**src/rtl/or10_reset_pkg.sv**
```systemverilog
// Shared encodings for the OR10 reset sequencer: sequencing states and reset-cause codes.

package or10_reset_pkg;

    typedef enum logic [1:0] {
        HOLD       = 2'd0,
        PERIPH_RUN = 2'd1,
        RUN        = 2'd2
    } seq_state_e;

    typedef enum logic [1:0] {
        CAUSE_NONE = 2'd0,
        CAUSE_PORT = 2'd1,
        CAUSE_EXT  = 2'd2
    } reset_cause_e;

endpackage

```
**src/rtl/or10_sync_chain.sv**
```systemverilog
// Plain flop chain for bringing an asynchronous level into the clock domain.
// Synchronous active-high reset clears every stage to 0.

module or10_sync_chain #(
    parameter int unsigned STAGES = 2
) (
    input  logic clk_i,
    input  logic rst_i,
    input  logic d_i,
    output logic q_o
);

    if (STAGES < 2) begin : gen_stages_err
        $error("or10_sync_chain: STAGES must be at least 2");
    end

    logic [STAGES-1:0] sync_q;

    always_ff @(posedge clk_i) begin
        if (rst_i) begin
            sync_q <= '0;
        end else begin
            sync_q <= {sync_q[STAGES-2:0], d_i};
        end
    end

    assign q_o = sync_q[STAGES-1];

endmodule

```
**src/rtl/or10_reset_sequencer.sv**
```systemverilog
// Staged reset release for the OR10 SoC: peripherals first, CPU a fixed delay later.
// Define OR10_RESET_SEQ_RUN_COUNTER_EN to add the saturating run_cycles output.

module or10_reset_sequencer
    import or10_reset_pkg::*;
#(
    parameter int unsigned HOLD_CYCLES      = 16,
    parameter int unsigned CPU_DELAY_CYCLES = 4,
    parameter int unsigned SYNC_STAGES      = 2,
    parameter int unsigned CNT_WIDTH        = 8
) (
    input  logic        clock,
    input  logic        reset,
    input  logic        ext_reset_req_async,
    output logic        periph_reset,
    output logic        cpu_reset,
    output logic        reset_done,
    output logic [1:0]  reset_cause
`ifdef OR10_RESET_SEQ_RUN_COUNTER_EN
    ,
    output logic [31:0] run_cycles
`endif
);

    if (HOLD_CYCLES < 1 || (HOLD_CYCLES >> CNT_WIDTH) != 0) begin : gen_hold_err
        $error("or10_reset_sequencer: HOLD_CYCLES out of range");
    end
    if ((CPU_DELAY_CYCLES >> CNT_WIDTH) != 0) begin : gen_delay_err
        $error("or10_reset_sequencer: CPU_DELAY_CYCLES out of range");
    end

    localparam logic [CNT_WIDTH-1:0] HoldLast  = CNT_WIDTH'(HOLD_CYCLES - 1);
    localparam logic [CNT_WIDTH-1:0] DelayLast = CNT_WIDTH'(CPU_DELAY_CYCLES - 1);

    logic                 req_s;
    seq_state_e           state_q;
    logic [CNT_WIDTH-1:0] cnt_q;
    logic                 periph_q;
    logic                 cpu_q;
    logic                 done_q;
    reset_cause_e         cause_q;

    or10_sync_chain #(
        .STAGES (SYNC_STAGES)
    ) u_req_sync (
        .clk_i (clock),
        .rst_i (reset),
        .d_i   (ext_reset_req_async),
        .q_o   (req_s)
    );

    always_ff @(posedge clock) begin
        if (reset) begin
            state_q  <= HOLD;
            cnt_q    <= '0;
            periph_q <= 1'b1;
            cpu_q    <= 1'b1;
            done_q   <= 1'b0;
            cause_q  <= CAUSE_PORT;
        end else if (req_s) begin
            // A held request pins the counter, so release timing starts when req_s drops.
            state_q  <= HOLD;
            cnt_q    <= '0;
            periph_q <= 1'b1;
            cpu_q    <= 1'b1;
            done_q   <= 1'b0;
            cause_q  <= CAUSE_EXT;
        end else begin
            case (state_q)
                HOLD: begin
                    if (cnt_q == HoldLast) begin
                        cnt_q    <= '0;
                        periph_q <= 1'b0;
                        if (CPU_DELAY_CYCLES == 0) begin
                            cpu_q   <= 1'b0;
                            done_q  <= 1'b1;
                            state_q <= RUN;
                        end else begin
                            state_q <= PERIPH_RUN;
                        end
                    end else begin
                        cnt_q <= cnt_q + CNT_WIDTH'(1);
                    end
                end
                PERIPH_RUN: begin
                    if (cnt_q == DelayLast) begin
                        cnt_q   <= '0;
                        cpu_q   <= 1'b0;
                        done_q  <= 1'b1;
                        state_q <= RUN;
                    end else begin
                        cnt_q <= cnt_q + CNT_WIDTH'(1);
                    end
                end
                RUN: begin
                end
                default: begin
                    state_q  <= HOLD;
                    cnt_q    <= '0;
                    periph_q <= 1'b1;
                    cpu_q    <= 1'b1;
                    done_q   <= 1'b0;
                end
            endcase
        end
    end

    assign periph_reset = periph_q;
    assign cpu_reset    = cpu_q;
    assign reset_done   = done_q;
    assign reset_cause  = cause_q;

`ifdef OR10_RESET_SEQ_RUN_COUNTER_EN
    logic [31:0] run_q;

    always_ff @(posedge clock) begin
        if (reset || req_s || state_q == HOLD) begin
            run_q <= '0;
        end else if (state_q == RUN && run_q != 32'hFFFF_FFFF) begin
            run_q <= run_q + 32'd1;
        end
    end

    assign run_cycles = run_q;
`endif

endmodule

```
**config.mk**
```make
export PLATFORM = sky130hd
export DESIGN_NAME = or10_reset_sequencer
export DESIGN_NICKNAME = d
export VERILOG_FILES = /design/src/rtl/or10_reset_pkg.sv /design/src/rtl/or10_sync_chain.sv /design/src/rtl/or10_reset_sequencer.sv
export SDC_FILE = /design/constraint.sdc
export NUM_CORES = 1
export LEC_CHECK = 0
export BUFFER_PORTS_ARGS = -buffer_cell sky130_fd_sc_hd__buf_2
export CORE_AREA = 3 3 43 45
export DETAILED_ROUTE_END_ITERATION = 16
export DIE_AREA = 0 0 46 48
export PLACE_DENSITY = 0.86
export RECOVER_POWER = 25
export REMOVE_ABC_BUFFERS = 1
export SYNTH_ARGS = -nofsm -noshare
export SYNTH_HDL_FRONTEND = slang
export SYNTH_SLANG_ARGS = --single-unit
```
**constraint.sdc**
```tcl
create_clock -name clock -period 4.1 [get_ports clock]
set_input_delay 0 -clock clock [delete_from_list [all_inputs] [get_ports clock]]
set_output_delay 0 -clock clock [all_outputs]
set_load 0.05 [all_outputs]
```
==> results of run 1 <==
[state kept, by name (all words and copies together) (netlist names)]
register           flops
cnt_q                  8
reset_cause            2
u_req_sync.sync_q      2
periph_reset           1
cpu_reset              1
state_q                2
reset_done             1
[cell usage in the layout, fill, tap and decap left out, types with 2 or more instances in the layout]
cell type / instances
nand3_1: 6
o21ai_0: 4
dlygate4sd3_1: 3
dfxtp_1: 17
inv_1: 5
nor3_1: 2
clkbuf_1: 4
a21oi_1: 6
clkbuf_4: 3
ha_1: 5
a21oi_2: 2
buf_2: 4
nor2b_1: 2
nand4_1: 9
nand2_1: 12
a31oi_1: 3
nor2_1: 6
[stage by stage]
step / instance area, um2 / total power, mW
floorplan: 847 / 0.190
global placement: 902 / 0.195
detailed placement: 902 / 0.196
CTS: 958 / 0.286
global route: 955 / 0.296
finish: 955 / 0.285
[logic make-up after synthesis]
group | after synthesis | synth area share, %
flops | 17 | 38.4
mux | 1 | 1.13
fa+ha+maj | 5 | 7.06
simple gates | 46 | 29.8
buf+inv | 11 | 6.50
compound gates | 23 | 17.1
[final timing paths]
path	from	end	slack (ns)	depth (start not counted)
max	cnt_q[0]$_SDFFE_PP0N_	state_q[0]$_SDFFE_PP0P_	2.22	5
min	u_req_sync.sync_q[0]$_SDFF_PP0_	u_req_sync.sync_q[1]$_SDFF_PP0_	0.46	1
max reg2reg	cnt_q[0]$_SDFFE_PP0N_	state_q[0]$_SDFFE_PP0P_	2.22	5
min reg2reg	u_req_sync.sync_q[0]$_SDFF_PP0_	u_req_sync.sync_q[1]$_SDFF_PP0_	0.46	1
[per-layer routing]
metal | track usage [%] | wire length, um | vias to the layer above
li1 | - | - | 395
met1 | 20.6 | 827 | 349
met2 | 30.8 | 799 | 11
met3 | 2.26 | 47 | 4
met4 | 8.52 | 29 | 0
met5 | 0 | 0 | -
[synthesized netlist by cell type]
library cell / count
dfxtp_1: 17
nand2_1: 12
nand4_1: 9
a21oi_1: 6
nand3_1: 6
nor2_1: 6
ha_1: 5
inv_1: 5
o21ai_0: 4
a31oi_1: 3
clkbuf_1: 3
a21oi_2: 2
buf_6: 2
nor2b_1: 2
nor3_1: 2
a21boi_0: 1
a21o_1: 1
a32oi_1: 1
and3_1: 1
and4_1: 1
buf_2: 1
mux2i_1: 1
nand3b_1: 1
nor3b_1: 1
nor4_1: 1
nor4_4: 1
nor4b_1: 1
nor4b_2: 1
o2111ai_1: 1
o211ai_1: 1
o21ai_1: 1
o221a_1: 1
o311ai_1: 1
or2_2: 1
[cell type report]
class	count	share of cell area [%]
Clock buffer	4	2.75
Inverter	5	1.97
Multi-Input combinational cell	75	51.1
Sequential cell	17	35.6
Tap cell	16	2.10
Timing Repair Buffer	10	6.42
[report_power, final]
| part | internal [mW] | leakage (nW) | switching [mW] |
|---|---|---|---|
| Combinational | 0.00823 | 0.166 | 0.0122 |
| Clock | 0.0379 | 0.0150 | 0.0527 |
| Sequential | 0.169 | 0.138 | 0.00447 |
==> results.ini, run 1 <==
[run_status]
status=completed

[route]
dr_total_vias=759
dr.pass1.iters=4
routedWlPerCell_um=13.4
drtIter0Drc=14
detail-route-antenna-nets=0
viasPerCell=5.98
drc=0
routed_wl_um=1700

[placement]
place_ws_ns=2.24
dp_hpwl_um=1150
gp_congestion=0.780
placedCellCount=120
io_buffers=7

[yosys]
syn-instance-count=103
synth_seq_cells=17
syn_area_um2=886
yosysSeqAreaShare_pct=38.4
ys_types=34
synth_top_cell_by_area=dfxtp_1
avgSynthCellArea_um2=8.60
yosys_warnings=0
synth.top_cell.area_share_pct=38.4
yosys-top-cells-area=dfxtp_1 38%, ha_1 7.1%, nand4_1 6.4%

[critical_path]
critical-path-slowest-cell=a21oi_2
cp_cell_sequence=ha_1 -> nor4b_2 -> a21oi_2 -> a21oi_2 -> o221a_1
cp_data_arrival_time_ns=2.07
cp_data_required_time_ns=4.29
critPathTopFamily=compound AO/OA/AOI/OAI gates
path_buf_inv=0
crit_top_cell=a21oi_2
cp_max_fo=17
crit_type=reg -> reg
worstSetupEndpointType=flip-flop
worst_path_largest_cell_delay_ns=0.58
start_kind=flip-flop

[min_path]
min_path_type=reg -> reg

[floorplan]
die_h_um=48
num_rows=14
die_x_um=46
design.core.area_um2=1510
io_pins=8
dieArea_um2=2210
start_util_pct=58.8

[global_route]
grt_pass1_wl_um=2800
grt_overflow=0
grt_max_degree=18
grt_pass1_vias=670
grt_usage_pct=17.4
grt_antenna_before_repair=0

[sta]
rsz0062_at_grt=no
whs_ns=0.460
skew_ns=0.00166
hold_viol_final=0
fmax_mhz=532
finalSetupViolCount=0
min_period_over_period_pct=45.8
fin_tns_setup_ns=0
slew_viol_final=0
layout_min_cycle_time_ns=1.88
worstMarginPinSlew_ns=0.720
max_slew_margin_pct=52.0
setup_slack_ns=2.22

[final_layout]
final_cells=127
seq_area_um2=340
syn_to_final_growth_pct=7.77
nets=120
layout-drive-gt1-share_pct=10.8
fillers=138
multi_input_comb_area_um2=488
utilization_pct=63.4
antenna_cells=0

[clock_network]
post_cts_buffers=0
cts.reportedPaths.clkPinSlew_ns=0.10
cts_tree=built
post_cts_resized=0
clock_latency_ns=0.29
h-tree-depth=1
ctsHoldBuffers=3
clk_path_buf_depth=2
clkSinkCount=17
cts_made_buffers=3
cts_root_buf=clkbuf_4

[power]
pwr_density_cell_nw_per_um2=299
leakagePower_nw=0.319
ir_drop_mv=0.210

[job]
maxCapViolCount=0

No activity file was read; power rests on OpenSTA's default activity.
==> inputs of run 2 (changes only) <==
Settings changed: CORE_AREA 3 3 43 45 to 3 3 47 49, DIE_AREA 0 0 46 48 to 0 0 50 52, PLACE_DENSITY 0.86 to 0.77.
Clock period 4.1 ns to 1.58 ns, I/O delays scaled along.
==> results.ini, run 2 (synthesis results as in run 1) <==
[route]
dr_total_vias=954
dr.pass1.iters=4
routedWlPerCell_um=14.9
routed_wl_um=2480
drc=0
detail-route-antenna-nets=0
drtIter0Drc=23
viasPerCell=5.71

[global_route]
grt_pass1_vias=959
grt_overflow=0
grt_max_degree=12
grt_antenna_before_repair=0
grt_pass1_wl_um=4150
grt_usage_pct=21.0

[power]
swShare_pct=24.5
pwr_density_cell_nw_per_um2=586
ir_drop_mv=0.392
switchingPower_mw=0.187
power_mw=0.762
leakagePower_nw=0.478
combPwrFrac_pct=10.1
internal_power_mw=0.575
seq_power_share_pct=59.1
clock_power_share_pct=30.8

[sta]
min_period_over_period_pct=99.3
finalSetupViolCount=0
fmax_mhz=637
rsz0062_at_grt=yes
max_slew_margin_pct=74.6
slew_viol_final=0
hold_viol_final=0
skew_ns=0.00459
layout_min_cycle_time_ns=1.57
worstMarginPinSlew_ns=0.380

[run_status]
status=completed

[critical_path]
ff2ff_path_depth=8
path_buf_inv=3
worst_path_largest_cell_delay_ns=0.35
cp_data_required_time_ns=1.80
cp_max_fo=6
crit_type=reg -> reg
critical_path_depth=8
worstSetupEndpointType=flip-flop
critical-path-slowest-cell=dfxtp_2
ff2ff_setup_slack_ns=0.01
cp_data_arrival_time_ns=1.79
cp_cell_sequence=inv_4 -> ha_4 -> nor4b_4 -> buf_4 -> a21oi_4 -> buf_6 -> o2111ai_2 -> a31oi_1
start_kind=flip-flop
critPathTopFamily=compound AO/OA/AOI/OAI gates

[clock_network]
clk_path_buf_depth=2
cts_root_buf=clkbuf_4
cts_made_buffers=3
h-tree-depth=1
clock_latency_ns=0.29
cts.reportedPaths.clkPinSlew_ns=0.10
cts_tree=built
clkSinkCount=17

[placement]
placed_area_um2=1070
dp_hpwl_um=1550
io_buffers=7
gp_congestion=0.746

[floorplan]
die_x_um=50
design.core.area_um2=1900
start_util_pct=46.6
die_h_um=52
dieArea_um2=2600
num_rows=16
io_pins=8

[job]
maxCapViolCount=0

[final_layout]
syn_to_final_growth_pct=46.9
final_area_um2=1300
final_cell_mix=23 x buf_4, 13 x dfxtp_1, 12 x nand2_1
final_common_cell=buf_4
largest_reg_flops=8
nets=149
layout-drive-gt1-share_pct=40.0
utilization_pct=68.4
regMostFlops=cnt_q
antenna_cells=0

[min_path]
holdPathStages=1
min_path_type=reg -> reg

## run 2: cell types whose count changed in the layout (fill, tap and decap cells not counted), sizes merged
cell and delta:
a21oi +1, clkbuf -2, buf +30
## run 2: path summary, 6_finish.rpt
path                                    from                               to
max                  state_q[1]$_SDFFE_PP0P_            cnt_q[7]$_SDFFE_PP0N_
min          u_req_sync.sync_q[0]$_SDFF_PP0_  u_req_sync.sync_q[1]$_SDFF_PP0_
max reg2reg          state_q[1]$_SDFFE_PP0P_            cnt_q[7]$_SDFFE_PP0N_
min reg2reg  u_req_sync.sync_q[0]$_SDFF_PP0_  u_req_sync.sync_q[1]$_SDFF_PP0_
## run 2: metal layers
metal / part of all wire (%) / GRT usage [%] / up-vias
met1: 39 / 24.0 / 453
met4: 2.5 / 9.68 / 0
met5: 0 / 0 / -
li1: - / - / 454
met2: 52 / 37.8 / 38
met3: 6.5 / 3.72 / 9
## run 2: what timing repair did
item,in CTS,in global routing
cloned,1,0
setup buffers,6,2
pin swaps,4,8
setup endpoints to repair,12,11
endpoints found under the hold margin,4,0
gates resized for setup,8,18
hold buffers,3,0
## run 2: power by group through the flow
stage	Combinational [mW]	Clock [mW]	Sequential [mW]
after floorplan	0.0254	0	0.468
after global placement	0.0621	0	0.455
after detailed placement	0.0642	0	0.456
after CTS	0.0716	0.242	0.447
after global routing	0.0852	0.255	0.451
final	0.0772	0.235	0.450
## run 2: cell type report
| cell class | count | area, um2 |
|---|---|---|
| Clock buffer | 4 | 26.3 |
| Fill cell | 150 | 601 |
| Inverter | 5 | 21.3 |
| Multi-Input combinational cell | 76 | 582 |
| Sequential cell | 17 | 345 |
| Tap cell | 27 | 33.8 |
| Timing Repair Buffer | 38 | 293 |
## run 2: stage by stage
stage	hold WS (ns)	instances	worst slack [ns]	TNS, ns
6_report	0.465	167	0.0111	0
5_1_grt	0.477	167	-0.0367	-0.213
4_1_cts	0.460	165	0.00820	0
3_3_place_gp	0.221	151	-0.111	-0.508
2_1_floorplan	0.0716	97	-0.0714	-0.185
3_5_place_dp	0.216	151	-0.190	-1.43
